**config.mk**
```make
export PLATFORM = sky130hd
export DESIGN_NAME = stack_ptr_unit
export DESIGN_NICKNAME = d
export VERILOG_FILES = /design/src/rtl/stack_ptr_unit.sv
export SDC_FILE = /design/constraint.sdc
export NUM_CORES = 1
export LEC_CHECK = 0
export BUFFER_PORTS_ARGS = -buffer_cell sky130_fd_sc_hd__buf_2
export CAP_MARGIN = 20
export CORE_ASPECT_RATIO = 0.5
export CORE_UTILIZATION = 40
export CTS_BUF_LIST = sky130_fd_sc_hd__clkbuf_4 sky130_fd_sc_hd__clkbuf_8 sky130_fd_sc_hd__clkbuf_16
export CTS_CLUSTER_SIZE = 30
export DETAILED_ROUTE_END_ITERATION = 7
export MAX_ROUTING_LAYER = met4
export PLACE_DENSITY = 0.65
export SYNTH_ARGS = -nofsm -noshare
export SYNTH_HDL_FRONTEND = slang
export SYNTH_SLANG_ARGS = --single-unit
```
**constraint.sdc**
```tcl
create_clock -name clk -period 4 [get_ports clk]
set_clock_uncertainty 0.05 [all_clocks]
set_input_delay 1 -clock clk [delete_from_list [all_inputs] [get_ports clk]]
set_output_delay 1 -clock clk [all_outputs]
set_load 0.02 [all_outputs]
```
**src/rtl/stack_ptr_unit.sv**
```systemverilog
// Downward-growing stack pointer with a bounded region, status, signed adjust and sticky faults.
// Define SP_SHADOW_EN to add a shadow SP that sp_swap exchanges with the live SP.
module stack_ptr_unit #(
  parameter int ADDR_W = 8,
  parameter logic [ADDR_W-1:0] STACK_BASE = {ADDR_W{1'b1}},
  parameter logic [ADDR_W-1:0] STACK_LIMIT = STACK_BASE - ADDR_W'(15),
  parameter int OFF_W = 4
) (
  input  logic              clk,
  input  logic              reset,
  input  logic              load_sp,
  input  logic [ADDR_W-1:0] sp_in,
  input  logic              sp_push,
  input  logic              sp_pop,
  input  logic              sp_adj,
  input  logic [OFF_W-1:0]  adj_off,
  input  logic              clr_err,
  input  logic              sp_swap,
  output logic [ADDR_W-1:0] sp_out,
  output logic [ADDR_W-1:0] shadow_out,
  output logic              full,
  output logic              empty,
  output logic [ADDR_W-1:0] depth,
  output logic              ovf,
  output logic              unf
);

  // Two spare bits so that SP plus a positive offset cannot alias a negative sum.
  localparam int RW = ADDR_W + 2;

  logic [ADDR_W-1:0]   sp_q;
  logic [ADDR_W-1:0]   shadow_q;
  logic [ADDR_W-1:0]   sp_next;
  logic                swap_req;
  logic                ovf_set;
  logic                unf_set;
  logic                in_range;
  logic signed [RW-1:0] adj_sum;
  logic                adj_low;
  logic                adj_high;

`ifdef SP_SHADOW_EN
  assign swap_req = sp_swap;

  always_ff @(posedge clk) begin
    if (reset) begin
      shadow_q <= STACK_BASE;
    end else if (!load_sp && sp_swap) begin
      shadow_q <= sp_q;
    end
  end
`else
  logic unused_swap;
  assign unused_swap = sp_swap;
  assign swap_req    = 1'b0;
  assign shadow_q    = '0;
`endif

  assign full     = (sp_q <= STACK_LIMIT);
  assign empty    = (sp_q >= STACK_BASE);
  assign in_range = (sp_q >= STACK_LIMIT) && (sp_q <= STACK_BASE);
  assign depth    = in_range ? (STACK_BASE - sp_q) : '0;

  assign adj_sum  = $signed({2'b00, sp_q}) +
                    $signed({{(RW-OFF_W){adj_off[OFF_W-1]}}, adj_off});
  assign adj_low  = adj_sum < $signed({2'b00, STACK_LIMIT});
  assign adj_high = adj_sum > $signed({2'b00, STACK_BASE});

  // Only the highest-priority command acts; rejected commands leave SP alone.
  always_comb begin
    sp_next = sp_q;
    ovf_set = 1'b0;
    unf_set = 1'b0;
    if (load_sp) begin
      sp_next = sp_in;
    end else if (swap_req) begin
      sp_next = shadow_q;
    end else if (sp_adj) begin
      if (adj_low) begin
        ovf_set = 1'b1;
      end else if (adj_high) begin
        unf_set = 1'b1;
      end else begin
        sp_next = adj_sum[ADDR_W-1:0];
      end
    end else if (sp_push && !sp_pop) begin
      if (full) begin
        ovf_set = 1'b1;
      end else begin
        sp_next = sp_q - ADDR_W'(1);
      end
    end else if (sp_pop && !sp_push) begin
      if (empty) begin
        unf_set = 1'b1;
      end else begin
        sp_next = sp_q + ADDR_W'(1);
      end
    end
  end

  always_ff @(posedge clk) begin
    if (reset) begin
      sp_q <= STACK_BASE;
      ovf  <= 1'b0;
      unf  <= 1'b0;
    end else begin
      sp_q <= sp_next;
      ovf  <= (ovf & ~clr_err) | ovf_set;
      unf  <= (unf & ~clr_err) | unf_set;
    end
  end

  assign sp_out     = sp_q;
  assign shadow_out = shadow_q;

endmodule

```
==> results.md, run 1 <==
* Buffers added on ports at 34
* Data arrival time of the critical path at around 3600 ps
* Overall Global Routing Usage at 20.54%
* Highest fanout seen on the critical path at 9
* CTS Buf Count at 3
* Crit path required time at 4050 ps
* Unrepaired setup endpoints after global routing: false
* Post-CTS setup buffer count at 0
* Overall die height at ~46 um
* Die Span X at 89.29 um
* Register bit count reported by yosys at 10
* Top FF cell, synth: sky130_fd_sc_hd__dfxtp_1
* Max-cap violation count at 0
* First-pass GRT wire length at 6030 um
* Final setup viols at 0
* Area share of the largest cell type after synthesis at around 14%
* Proportion of layout cells with a drive suffix above 1 at about 22%
* Hold buffer count at CTS at 0
* Worst path bufs/invs at 2
* Launch point of the critical path: adj_off[3]
* Top post-synthesis cells by area: sky130_fd_sc_hd__ha_1 14%, sky130_fd_sc_hd__dfxtp_1 13%, sky130_fd_sc_hd__buf_4 6.4%
* Library cell contributing the largest single delay on the critical path: sky130_fd_sc_hd__ha_1
* Number of detailed-routing iterations run before antenna repair at 4
* Post-detailed-route count of antenna-violating nets at 0
* Effective utilization at floorplan at 43.19%
* Slew margin rel. at 58.74%
* Post-Place Setup Slack at 255.1 ps
* CTS HTree Levels at 1
* Final worst slack at 435.1 ps
* Final Routed Wirelength at 3743 um
* Peak clock frequency supported by timing at 280.5 MHz
* Die Footprint at 0.004076 mm^2
* Top cell family by delay on the critical path: compound AO/OA/AOI/OAI gates
* Area delta synth->final at 14.04%
* Share of flip-flops with an asynchronous set or reset at 0%
* Maximum resistive drop on vdd at 151.5 uV
* Critical R2R Launch: sp_out[0]$_SDFFE_PP1P_
* Clock period minus worst slack at 3565 ps
* Area of the core at about 0.0035 mm^2
* Clock-pin slew on the worst setup and hold paths at 50 ps
* Post-DP HPWL at between 3000 and 4000 um
* Logic depth of the worst setup path including buffers at 10
* Final number of hold-violating endpoints at 0
* Routed via count divided by cell count at 5.350
* Number of cells traversed by the worst hold path at 2
* Initial antenna violation count at 0
* Biggest area consumer among synthesized cells: sky130_fd_sc_hd__ha_1
* LEAKAGE at 0.0008258 uW
* Final core utilization at 49.26%
* Total vias in the final route at about 1,500
* Clock tree from TritonCTS: done
* WS Path Type: input pin to flip-flop
* GR Overflow Total at 0
* Crit path cell chain: buf_2, ha_1, a211o_1, a221oi_1, o21bai_1, o211a_1, o211ai_1, buf_4, nor4b_1, or4_1
* Maximum clock path buffer count at 2
* Tightest Hold Check Type: flip-flop to flip-flop
* Worst-Margin Slew at about 620 ps
* Outcome: finished clean
* Number of enable flip-flop cells after synthesis at 0
* Category of the worst setup path capture point: flip-flop
* Last weighted congestion value of the routability-driven placer at 0.8002
* Top-level I/O count at 48
* Avg WL per Cell at between 10 and 15 um
* Via count of the first global-routing pass at 1,296
* Total clock sinks at 10
* Antenna diode instance count at 0
* Largest stage delay on the critical path at roughly 420 ps
* Setup total negative slack at 0 ps
* Latest clock arrival within the worst-skew pair at 240 ps
* Number of max-slew violations in the final report at 0
* Period utilization at 89.12%
* Sequential-to-total area share from yosys stat at 13.14%
* Post-Syn Instances at 191
* Avg Synthesized Cell Area at 7.979 um^2
* Cell area after synthesis at 0.001524 mm^2
* Maximum number of pins on one net before global-route repair at 19
* Yosys warns at 0
* Starting DRT DRC Count at between 50 and 60
* DRC violations left at 0
* Final #Nets at 264
* Beginning of the worst hold path: unf$_SDFF_PP0_
* Post-Route Hold Slack at 421.8 ps
* Clock root cell: sky130_fd_sc_hd__clkbuf_8
* PostCTS Resize Cnt at 0
* Category of the worst setup path launch point: input pin
* Cell count of the worst reg-to-reg path at 10
* Unique cell type count in the Yosys netlist at 52
* Placement row count at 15
* Pwr/cell area at 298.0 mW/mm^2
per-stage QoR:
step | cell area, um^2 | power [uW] | instances
2_1_floorplan | 1565 | 351.2 | 202
3_3_place_gp | 1697 | 409.6 | 271
3_5_place_dp | 1697 | 412.8 | 271
4_1_cts | 1738 | 518.2 | 274
5_1_grt | 1738 | 559.3 | 274
6_report | 1738 | 517.9 | 274
cells by family after synthesis:
| kind of cell | after synthesis | share of synthesized area (%) |
|---|---|---|
| XOR/XNOR | 12 | 6.896 |
| other | 1 | 0.2461 |
| multiplexers | 5 | 3.448 |
| AND/OR/NAND/NOR | 50 | 18.23 |
| adder cells (fa/ha/maj) | 19 | 16.58 |
| flip-flops | 10 | 13.14 |
| buffers and inverters | 33 | 11.41 |
| AO/OA/AOI/OAI | 61 | 30.05 |
power by group:
group	leakage, uW	internal [uW]	switching (uW)
clock	0.0000216	65.7	37.4
sequential	0.0000830	109	18.1
combinational	0.000721	117	172
total	0.000826	291	227
state kept, by name, indices dropped and copies added (netlist names):
name / count
ovf: 1
unf: 1
sp_out: 8
cells in the mapped netlist, drive strengths merged, types with 3 or more instances:
| cell | count |
|---|---|
| o21ai | 9 |
| and3 | 3 |
| a211oi | 3 |
| ha | 17 |
| nand2 | 5 |
| xnor2 | 4 |
| nand2b | 3 |
| and2 | 3 |
| nor2 | 17 |
| a21oi | 19 |
| a221oi | 3 |
| a2111oi | 4 |
| inv | 15 |
| xor2 | 8 |
| nor3 | 6 |
| nand3 | 3 |
| mux2i | 3 |
| buf | 14 |
| clkbuf | 4 |
| o211ai | 3 |
| dfxtp | 10 |
| a211o | 3 |
| o32ai | 3 |
cells in the final DEF (no fill, tap or decap), types with 4 or more instances in the layout:
master	netlist	routed
sky130_fd_sc_hd__a21oi_1	19	19
sky130_fd_sc_hd__o21ai_0	7	7
sky130_fd_sc_hd__buf_2	1	34
sky130_fd_sc_hd__dfxtp_1	10	10
sky130_fd_sc_hd__xnor2_1	4	4
sky130_fd_sc_hd__ha_1	17	17
sky130_fd_sc_hd__nor3_1	5	5
sky130_fd_sc_hd__xor2_1	8	8
sky130_fd_sc_hd__conb_1	1	12
sky130_fd_sc_hd__inv_1	15	15
sky130_fd_sc_hd__nor2_1	17	17
sky130_fd_sc_hd__nand2_1	5	5
worst min-delay path: stages (launching register included):
cell and delay (ps):
sky130_fd_sc_hd__dfxtp_1 300, sky130_fd_sc_hd__inv_1 40, sky130_fd_sc_hd__o32ai_1 70
per-layer routing:
| metal | up-vias | wire length [um] | global-route usage (%) |
|---|---|---|---|
| met5 | - | 0 | - |
| met4 | 0 | 27 | 4.762 |
| met1 | 676 | 1896 | 27.37 |
| li1 | 748 | - | - |
| met2 | 37 | 1688 | 33.44 |
| met3 | 5 | 130 | 2.899 |
worst paths after layout:
path	end	slack, ps
worst max-delay path	sp_out[0]$_SDFFE_PP1P_	440
worst min-delay path	unf$_SDFF_PP0_	420
worst max register to register	sp_out[0]$_SDFFE_PP1P_	890
worst min register to register	unf$_SDFF_PP0_	420
final cells by class:
| type | count | area [um^2] |
|---|---|---|
| fill | 358 | 1790 |
| multi-input combinational | 159 | 1191 |
| sequential | 10 | 200.2 |
| timing repair buffer | 36 | 185.2 |
| tap | 51 | 63.81 |
| inverter | 15 | 56.30 |
| clock buffer | 3 | 41.29 |
No activity file was read; power rests on OpenSTA's default activity.
==> run 2: changes to the inputs <==
- CELL_PAD_IN_SITES_DETAIL_PLACEMENT: not set -> 1
- CELL_PAD_IN_SITES_GLOBAL_PLACEMENT: not set -> 1
- CORE_UTILIZATION: 40 -> 37
- PLACE_DENSITY: 0.65 -> not set
- PLACE_DENSITY_LB_ADDON: not set -> 0.05
==> run 2 against run 1 <==
Effect of this change:
- worst hold slack better by 4.1 ps
- largest cell class unchanged
- maximum frequency up 0.45%
- first-iteration DRC count down 46%
- die area up 7.8%
- setup slack better by 16 ps
- final cell count up 1.5%
- combinational power up 3%
- utilization down 4.7 points
==> results.md, run 2 (synthesized netlist as in run 1, its figures left out) <==
* Outcome: finished clean
* Die Span X at 92.76 um (+3.9%)
* Area delta synth->final at 14.78%
* Period utilization at 88.73% (-0.40 points)
* Buffers added on ports at 34 (unchanged)
* Maximum number of pins on one net before global-route repair at 19 (unchanged)
* Area of the core at 0.003924 mm^2 (+11%)
* Met1 Wirelength at 2290 um (+21%)
* Highest fanout seen on the critical path at 9 (unchanged)
* Sum of met2 wire segment lengths after detailed routing at 1824 um (+8.1%)
* Most common cell after layout, fill and taps aside: sky130_fd_sc_hd__buf_2
* Starting DRT DRC Count at 29 (-46%)
* Peak clock frequency supported by timing at 281.8 MHz (+0.45%)
* First-pass GRT wire length at 6706 um (+11%)
* Post-DP HPWL at 3544 um (+17%)
* Worst path bufs/invs at 1 (-1)
* GR Overflow Total at 0 (unchanged)
* Final setup viols at 0 (unchanged)
* Highest metal layer with signal wires: met4
* Category of the worst setup path capture point: flip-flop
* Library cell contributing the largest single delay on the critical path: sky130_fd_sc_hd__o31ai_4
* Maximum clock path buffer count at 2 (unchanged)
* Routed via count divided by cell count at 5.331 (-0.36%)
* CTS HTree Levels at 1 (unchanged)
* Post-CTS setup buffer count at 0 (unchanged)
* Category of the worst setup path launch point: input pin
* Overall Global Routing Usage at 21.27% (+0.73 points)
* WS Path Type: input pin to flip-flop
* Number of cells traversed by the worst hold path at 2 (unchanged)
* Total clock sinks at 10 (unchanged)
* Hold buffer count at CTS at 0 (unchanged)
* Post-detailed-route count of antenna-violating nets at 0 (unchanged)
* Most common cell on crit path: sky130_fd_sc_hd__o211a_1
* Worst R2R Setup Slack at 860 ps (-30 ps)
* Last weighted congestion value of the routability-driven placer at 0.8866 (+11%)
* Initial antenna violation count at 0 (unchanged)
* DRC violations left at 0 (unchanged)
* Post-Place Setup Slack at 241.6 ps (-13.53 ps)
* Cell count of the worst reg-to-reg path at 9 (-1)
* Largest stage delay on the critical path at 520 ps (+100 ps)
* Met3 wire len at 209 um (+61%)
* End point of the most critical hold path: unf$_SDFF_PP0_
* Top-level I/O count at 48 (unchanged)
* LEAKAGE at 0.0008317 uW (+0.71%)
* Number of flip-flops under the largest register name at 8 (unchanged)
* Endpoint of the worst register-to-register path: sp_out[4]$_SDFFE_PP1P_
* Crit path required time at 4120 ps (+70 ps)
* Number of detailed-routing iterations run before antenna repair at 4 (unchanged)
* Unrepaired setup endpoints after global routing: false
* Die Footprint at 0.004395 mm^2 (+7.8%)
* Data arrival time of the critical path at 3670 ps (+50 ps)
* Pwr/cell area at 302.7 mW/mm^2 (+1.6%)
* Proportion of layout cells with a drive suffix above 1 at 22.77% (+0.35 points)
* Latest clock arrival within the worst-skew pair at 240 ps (about the same)
* Beginning of the worst hold path: unf$_SDFF_PP0_
* Clock tree from TritonCTS: done
* Final worst slack at 451.0 ps (+15.84 ps)
* Clock period minus worst slack at 3549 ps (-15.84 ps)
* Avg WL per Cell at 15.61 um (+14%)
* Final #Nets at 265 (+0.38%)
* Setup total negative slack at 0 ps (unchanged)
* Critical R2R Launch: sp_out[0]$_SDFFE_PP1P_
* Final Routed Wirelength at 4340 um (+16%)
* Worst-Margin Slew at 552.1 ps (-66.85 ps)
* Fillers at 512 (+43%)
* Clock-pin slew on the worst setup and hold paths at 50 ps (about the same)
* Final number of hold-violating endpoints at 0 (unchanged)
* Antenna diode instance count at 0 (unchanged)
* Total vias in the final route at 1,482 (+1.1%)
* Tightest Hold Check Type: flip-flop to flip-flop
* Slew margin rel. at 63.10% (+4.4 points)
* Maximum resistive drop on vdd at 174.7 uV (+15%)
* PostCTS Resize Cnt at 0 (unchanged)
* Via count of the first global-routing pass at 1,348 (+4.0%)
* Max-cap violation count at 0 (unchanged)
* Crit path cell chain: buf_2, ha_1, fa_1, a21oi_1, o22ai_1, o211a_1, o211a_1, o31ai_4, mux2_2, o21ai_1
* Top cell family by delay on the critical path: compound AO/OA/AOI/OAI gates
* Number of max-slew violations in the final report at 0 (unchanged)
* CTS Buf Count at 3 (unchanged)
* Clock root cell: sky130_fd_sc_hd__clkbuf_8
* Effective utilization at floorplan at 38.84% (-4.4 points)
* Overall die height at 47.38 um (+3.8%)
* Placement row count at 16 (+1)
* Commonest non-fill, non-tap cells in the layout: 34 x sky130_fd_sc_hd__buf_2, 19 x sky130_fd_sc_hd__a21oi_1, 17 x sky130_fd_sc_hd__nor2_1, 17 x sky130_fd_sc_hd__ha_1, 15 x sky130_fd_sc_hd__inv_1
run 2: cell count changes in the layout (fill, tap and decap cells not counted), sizes merged:
cell,before,now
buf,36,37
run 2: metrics by stage:
step	power, uW	hold WS [ps]	std cells	area [um^2]	utilization [%]
6_report	529.5	425.9	278	1749	44.58
5_1_grt	569.3	453.6	278	1749	44.58
4_1_cts	532.8	425.7	278	1749	44.58
3_5_place_dp	422.9	418.9	275	1708	43.53
3_3_place_gp	418.2	409.6	275	1708	43.53
2_1_floorplan	351.2	501.8	202	1565	-
run 2: tightest hold or removal path: cells and delay by family (launching register included):
family	cells	cell delay, ps
buf+inv	1	40
compound gates	1	80
flops	1	300
run 2: final cells by class:
class                   instances  area, um^2  area share [%]
inverters                      15       56.30           3.219
well taps                      54       67.56           3.863
repair buffers                 37       192.7           11.02
multi-input cells             159        1191           68.10
flip-flops and latches         10       200.2           11.44
clock buffers                   3       41.29           2.361
run 2: where the power goes:
part,leakage [uW],switching (uW),internal [uW]
Clock,0.0000216,40.1,66.0
Sequential,0.0000830,18.0,108
Combinational,0.000727,178,119
run 2: worst max-delay path by stage:
stage                from                      to  slack [ps]  cells past startpoint
2_1_floorplan  adj_off[3]  sp_out[0]$_SDFFE_PP1P_         680                      9
3_3_place_gp   adj_off[0]  sp_out[4]$_SDFFE_PP1P_         230                     10
3_5_place_dp   adj_off[0]  sp_out[4]$_SDFFE_PP1P_         240                     10
4_1_cts        adj_off[0]  sp_out[4]$_SDFFE_PP1P_         470                     10
5_1_grt        adj_off[0]  sp_out[4]$_SDFFE_PP1P_         280                     10
6_report       adj_off[0]  sp_out[4]$_SDFFE_PP1P_         450                     10
run 2: routing by layer:
| metal | track usage [%] | up-vias |
|---|---|---|
| met5 | - | - |
| met1 | 30.04 | 704 |
| li1 | - | 743 |
| met3 | 2.913 | 2 |
| met4 | 3.692 | 0 |
| met2 | 32.79 | 33 |
